[src/rtl/vjtag_tap_regs.sv]
// JTAG instruction/data register bank clocked by clk, using the TAP decoder's tck_rise enable.
// Define VJTAG_IDCODE_EN to implement the IDCODE instruction; otherwise opcode 1 decodes as BYPASS.
module vjtag_tap_regs #(
    parameter int          IR_W       = 4,
    parameter int          USER_W     = 32,
    parameter logic [31:0] IDCODE_VAL = 32'h1000_0001
) (
    input  logic              clk,
    input  logic              trst_n,
    input  logic              tck_rise,
    input  logic              tdi_r1,
    input  logic              captureDR,
    input  logic              shiftDR,
    input  logic              updateDR,
    input  logic              captureIR,
    input  logic              shiftIR,
    input  logic              updateIR,
    input  logic [USER_W-1:0] usr_cap_data,
    output logic              tdo_mux,
    output logic              bypass,
    output logic [IR_W-1:0]   ir_out,
    output logic              usr_cap_stb,
    output logic [USER_W-1:0] usr_upd_data,
    output logic              usr_upd_stb
);

`ifdef VJTAG_IDCODE_EN
    localparam bit              IDCODE_EN = 1'b1;
    localparam logic [IR_W-1:0] IR_RST    = IR_W'(1);
`else
    localparam bit              IDCODE_EN = 1'b0;
    localparam logic [IR_W-1:0] IR_RST    = '1;
`endif

    localparam logic [IR_W-1:0]   OP_IDCODE = IR_W'(1);
    localparam logic [IR_W-1:0]   OP_USER   = IR_W'(2);
    localparam logic [USER_W-1:0] IDCODE_DR = USER_W'(IDCODE_VAL);

    localparam int P_CDR = 5;
    localparam int P_SDR = 4;
    localparam int P_UDR = 3;
    localparam int P_CIR = 2;
    localparam int P_SIR = 1;
    localparam int P_UIR = 0;

    logic [5:0]        pend_q, pend_d;
    logic [IR_W-1:0]   ir_q, ir_d;
    logic [IR_W-1:0]   ir_sh_q, ir_sh_d;
    logic              ir_path_q, ir_path_d;
    logic [USER_W-1:0] dr_sh_q, dr_sh_d;
    logic [USER_W-1:0] usr_upd_q, usr_upd_d;
    logic              is_idcode, is_user;
    logic              cap_stb, upd_stb;

    always_comb begin
        is_idcode = IDCODE_EN && (ir_q == OP_IDCODE);
        is_user   = (ir_q == OP_USER);

        // Flags are captured on the tck_rise cycle and acted on the following cycle.
        pend_d    = tck_rise ? {captureDR, shiftDR, updateDR, captureIR, shiftIR, updateIR} : 6'b0;
        ir_d      = ir_q;
        ir_sh_d   = ir_sh_q;
        ir_path_d = ir_path_q;
        dr_sh_d   = dr_sh_q;
        usr_upd_d = usr_upd_q;
        cap_stb   = 1'b0;
        upd_stb   = 1'b0;

        if (pend_q[P_CIR]) begin
            ir_sh_d   = IR_W'(2'b01);
            ir_path_d = 1'b1;
        end
        if (pend_q[P_SIR]) begin
            ir_sh_d = {tdi_r1, ir_sh_q[IR_W-1:1]};
        end
        if (pend_q[P_UIR]) begin
            ir_d = ir_sh_q;
        end
        if (pend_q[P_CDR]) begin
            ir_path_d = 1'b0;
            if (is_idcode) begin
                dr_sh_d = IDCODE_DR;
            end else if (is_user) begin
                dr_sh_d = usr_cap_data;
                cap_stb = 1'b1;
            end else begin
                dr_sh_d = '0;
            end
        end
        if (pend_q[P_SDR]) begin
            dr_sh_d = {tdi_r1, dr_sh_q[USER_W-1:1]};
        end
        if (pend_q[P_UDR] && is_user) begin
            usr_upd_d = dr_sh_q;
            upd_stb   = 1'b1;
        end
    end

    always_ff @(posedge clk) begin
        if (!trst_n) begin
            pend_q    <= '0;
            ir_q      <= IR_RST;
            ir_sh_q   <= '0;
            ir_path_q <= 1'b0;
            dr_sh_q   <= '0;
            usr_upd_q <= '0;
        end else begin
            pend_q    <= pend_d;
            ir_q      <= ir_d;
            ir_sh_q   <= ir_sh_d;
            ir_path_q <= ir_path_d;
            dr_sh_q   <= dr_sh_d;
            usr_upd_q <= usr_upd_d;
        end
    end

    // Strobes are masked while reset is low so an interrupted scan never reaches the core.
    assign usr_cap_stb  = cap_stb & trst_n;
    assign usr_upd_stb  = upd_stb & trst_n;
    assign usr_upd_data = usr_upd_q;
    assign tdo_mux      = ir_path_q ? ir_sh_q[0] : dr_sh_q[0];
    assign bypass       = !(is_idcode || is_user);
    assign ir_out       = ir_q;

endmodule

[config.mk]
export PLATFORM = sky130hd
export DESIGN_NAME = vjtag_tap_regs
export DESIGN_NICKNAME = d
export VERILOG_FILES = /design/src/rtl/vjtag_tap_regs.sv
export SDC_FILE = /design/constraint.sdc
export NUM_CORES = 1
export LEC_CHECK = 0
export ABC_AREA = 1
export CAP_MARGIN = 10
export CELL_PAD_IN_SITES_DETAIL_PLACEMENT = 1
export CELL_PAD_IN_SITES_GLOBAL_PLACEMENT = 2
export CORE_UTILIZATION = 24
export CTS_CLUSTER_SIZE = 10
export DETAILED_ROUTE_END_ITERATION = 10
export MAX_ROUTING_LAYER = met4
export PLACE_DENSITY_LB_ADDON = 0.1
export SETUP_SLACK_MARGIN = 0.02
export SYNTH_ARGS = -nofsm -noshare
export SYNTH_HDL_FRONTEND = slang
export SYNTH_SLANG_ARGS = --single-unit
[constraint.sdc]
create_clock -name clk -period 1.2 [get_ports clk]
set_input_delay 0.24 -clock clk [delete_from_list [all_inputs] [get_ports clk]]
set_output_delay 0.24 -clock clk [all_outputs]
set_load 0.01 [all_outputs]
==> impl_metrics.tcl <==
set metrics [dict create \
    clk_pin_slew_ps 50 \
    placementRows 45 \
    status "complete, but fails checks" \
    io_pins 82 \
    die-area_mm2 0.0163 \
    final_max_slew_viol_count 0 \
    clk_path_buf_depth 2 \
    skew_ps 4.63 \
    synth_area_leader_cell "dfxtp_1" \
    synth_top_family_by_area "simple AND/OR/NAND/NOR gates" \
    port_buffers 81 \
    synth_xor_area_share_pct 0 \
    fin_crit_ps 1490 \
    grt_pass1_wl_um 20000 \
    die_h_um 128 \
    wl_per_cell_um 13.6 \
    tns_ps -10290 \
    synth_compound_area_share_pct 11.7 \
    remaining_drc_errors 0 \
    critPathMaxFanout 2 \
    pwr_density_cell_mw_per_mm2 1040 \
    synthCells 586 \
    arrival_ps 1250 \
    worstMarginPinSlew_ps 476 \
    vias 3771 \
    p_leak_uw 0.00239 \
    first_global_vias 3986 \
    ys_ff_latch 79 \
    hold_path.class "input pin to flip-flop" \
    startpoint_type "flip-flop" \
    synth_fp_nets 628 \
    syn_area_mm2 0.00380 \
    worstPathRequired_ps 960 \
    clock_sinks 79 \
    fin_crit_sh_pct 124 \
    fp.dieW_um 128 \
    core_area_mm2 0.0153 \
    nets 724 \
    synthDistinctLibCells 20 \
    cts_tree "built" \
    dpl.hpwl_um 7470 \
    cts_inserted_buffers 9 \
    holdBufCountCts 0 \
    drive_above_1_share_pct 18.7 \
    place_inst 866 \
    drv_cap 0 \
    syn_avg_cell_area_um2 6.48 \
    drtIter0Drc 168 \
    end_kind "output pin" \
    clockRootBuffer "clkbuf_16" \
    synth_mux_area_share_pct 0 \
    synth_top_area_share_pct 41.6 \
    max_slew_margin_pct 68.3 \
    critical_path_class "flip-flop to output pin" \
    setup_viol 66 \
    h-tree-depth 3 \
    layout.cells.non_filler 895 \
    grt_remaining_overflow 0 \
    areaGrowthSynthToFinish_pct 43.2 \
    grt_max_degree 42 \
    synthSimpleGateAreaFrac_pct 27.8 \
    violations "setup timing" \
    ys_warn_count 0 \
    vias_per_cell 4.21 \
    initial_core_util_pct 24.8 \
    clk_latency_ps 350 \
    grt_usage_pct 16.6 \
    ys_seq_area_share_pct 41.6 \
    grt_setup_unrepaired "true" \
    wl_um 12200 \
    finalPower_uw 5640 \
    finalHoldWorstSlack_ps 423 \
    synth_fa_ha_area_share_pct 0 \
    synth_area_leaders "dfxtp_1, inv_1, nand2_1, nand3_1, nor2_1" \
    globalplace.congestion 0.747 \
    fmax_mhz 671 \
    ir_drop_mv 0.691 \
    antenna_found_initial 0 \
    n_antenna_cell 0 \
    fin_ws_ps -290 \
    ant_nets 0 \
    first_pass_iters 4 \
    hold_viol 0 \
]
-- metal layers --
metal | GRT usage, % | share of wire [%]
met3 | 4.34 | 3.5
met5 | - | 0
met2 | 28.5 | 50
met1 | 18.9 | 46
met4 | 4.71 | 1.2
-- worst max-delay path, cell delays in order (launching register included) --
cell	delay, ps
dfxtp_2	320
buf_6	110
nor2_4	70
nand3_2	80
nor3_2	170
buf_2	150
-- layout by cell type (no fill, tap or decap), types with 2 or more instances in the layout --
cell	n
a21boi_0	23
a21boi_1	5
a21oi_1	28
a21oi_2	7
buf_12	5
buf_16	7
buf_2	6
buf_4	19
buf_6	10
clkbuf_16	9
clkbuf_2	25
clkdlybuf4s15_2	6
clkdlybuf4s50_1	40
clkinv_2	2
dfxtp_1	67
dfxtp_2	11
inv_1	139
inv_2	4
nand2_1	108
nand2_2	2
nand3_1	62
nand3_2	3
nor2_1	72
nor2_4	5
nor3_1	2
o21ai_0	4
o22ai_1	3
-- final cells by class --
cell class / count / area, µm²
fill: 1937 / 9870
sequential: 79 / 1600
multi-input combinational: 329 / 1600
timing repair buffer: 120 / 1190
inverter: 143 / 537
tap: 211 / 264
clock buffer: 11 / 243
clock inverter: 2 / 10.0
-- cells in the mapped netlist (all sizes together) --
| master | n |
|---|---|
| buf | 23 |
| nand2 | 111 |
| inv | 143 |
| clkbuf | 12 |
| a21boi | 28 |
| nor2 | 77 |
| dfxtp | 79 |
| o22ai | 4 |
| nor3 | 3 |
| a211oi | 1 |
| a21oi | 35 |
| o21ai | 5 |
| nand3 | 65 |
-- sequential cells by signal, summed over array words and instances, names as in the netlist --
signal and cells:
usr_upd_data 32, ir_out 4, pend_q 6, ir_path_q 1, dr_sh_q 32, ir_sh_q 4
-- per-stage QoR --
| step | cell area [µm²] | util, % | setup slack (ps) |
|---|---|---|---|
| 3_5_place_dp | 4900 | 32.0 | -414 |
| 6_report | 5440 | 35.5 | -290 |
| 4_1_cts | 5490 | 35.8 | -312 |
| 5_1_grt | 5440 | 35.5 | -376 |
| 2_1_floorplan | 3820 | - | 21.7 |
| 3_3_place_gp | 4900 | 32.0 | -405 |
-- kinds of logic (layout without fill, tap and decap cells) --
logic type             after synthesis  after routing
AOI/OAI and AO/OA                   73             73
buffers and inverters              178            276
DFF                                 79             79
and+or+nand+nor                    256            256
-- report_power, final --
part	internal [µW]	switching (µW)	total, µW	leakage [µW]
Combinational	232	257	489	0.00162
Sequential	2650	22.7	2670	0.000641
Clock	1420	1070	2480	0.000127
-- timing repair --
item | CTS | global route
pin swaps | 8 | 10
resized for setup | 133 | 49
buffers inserted | 7 | 1
hold endpoints to repair | 0 | 0
endpoints found under the setup margin | 104 | 101
gates cloned | 7 | 1
-- final timing paths --
kind	start	endpoint	slack, ps	cells after the start
worst min register to register	ir_sh_q[3]$_SDFFE_PN0P_	ir_sh_q[3]$_SDFFE_PN0P_	490	2
worst max-delay path	ir_out[3]$_SDFFE_PN1P_	usr_cap_stb	-290	5
worst min-delay path	captureIR	pend_q[2]$_SDFF_PN0_	420	3
worst max register to register	ir_out[3]$_SDFFE_PN1P_	usr_upd_data[31]$_SDFFE_PN0P_	-190	10
No activity file was read; power rests on OpenSTA's default activity.
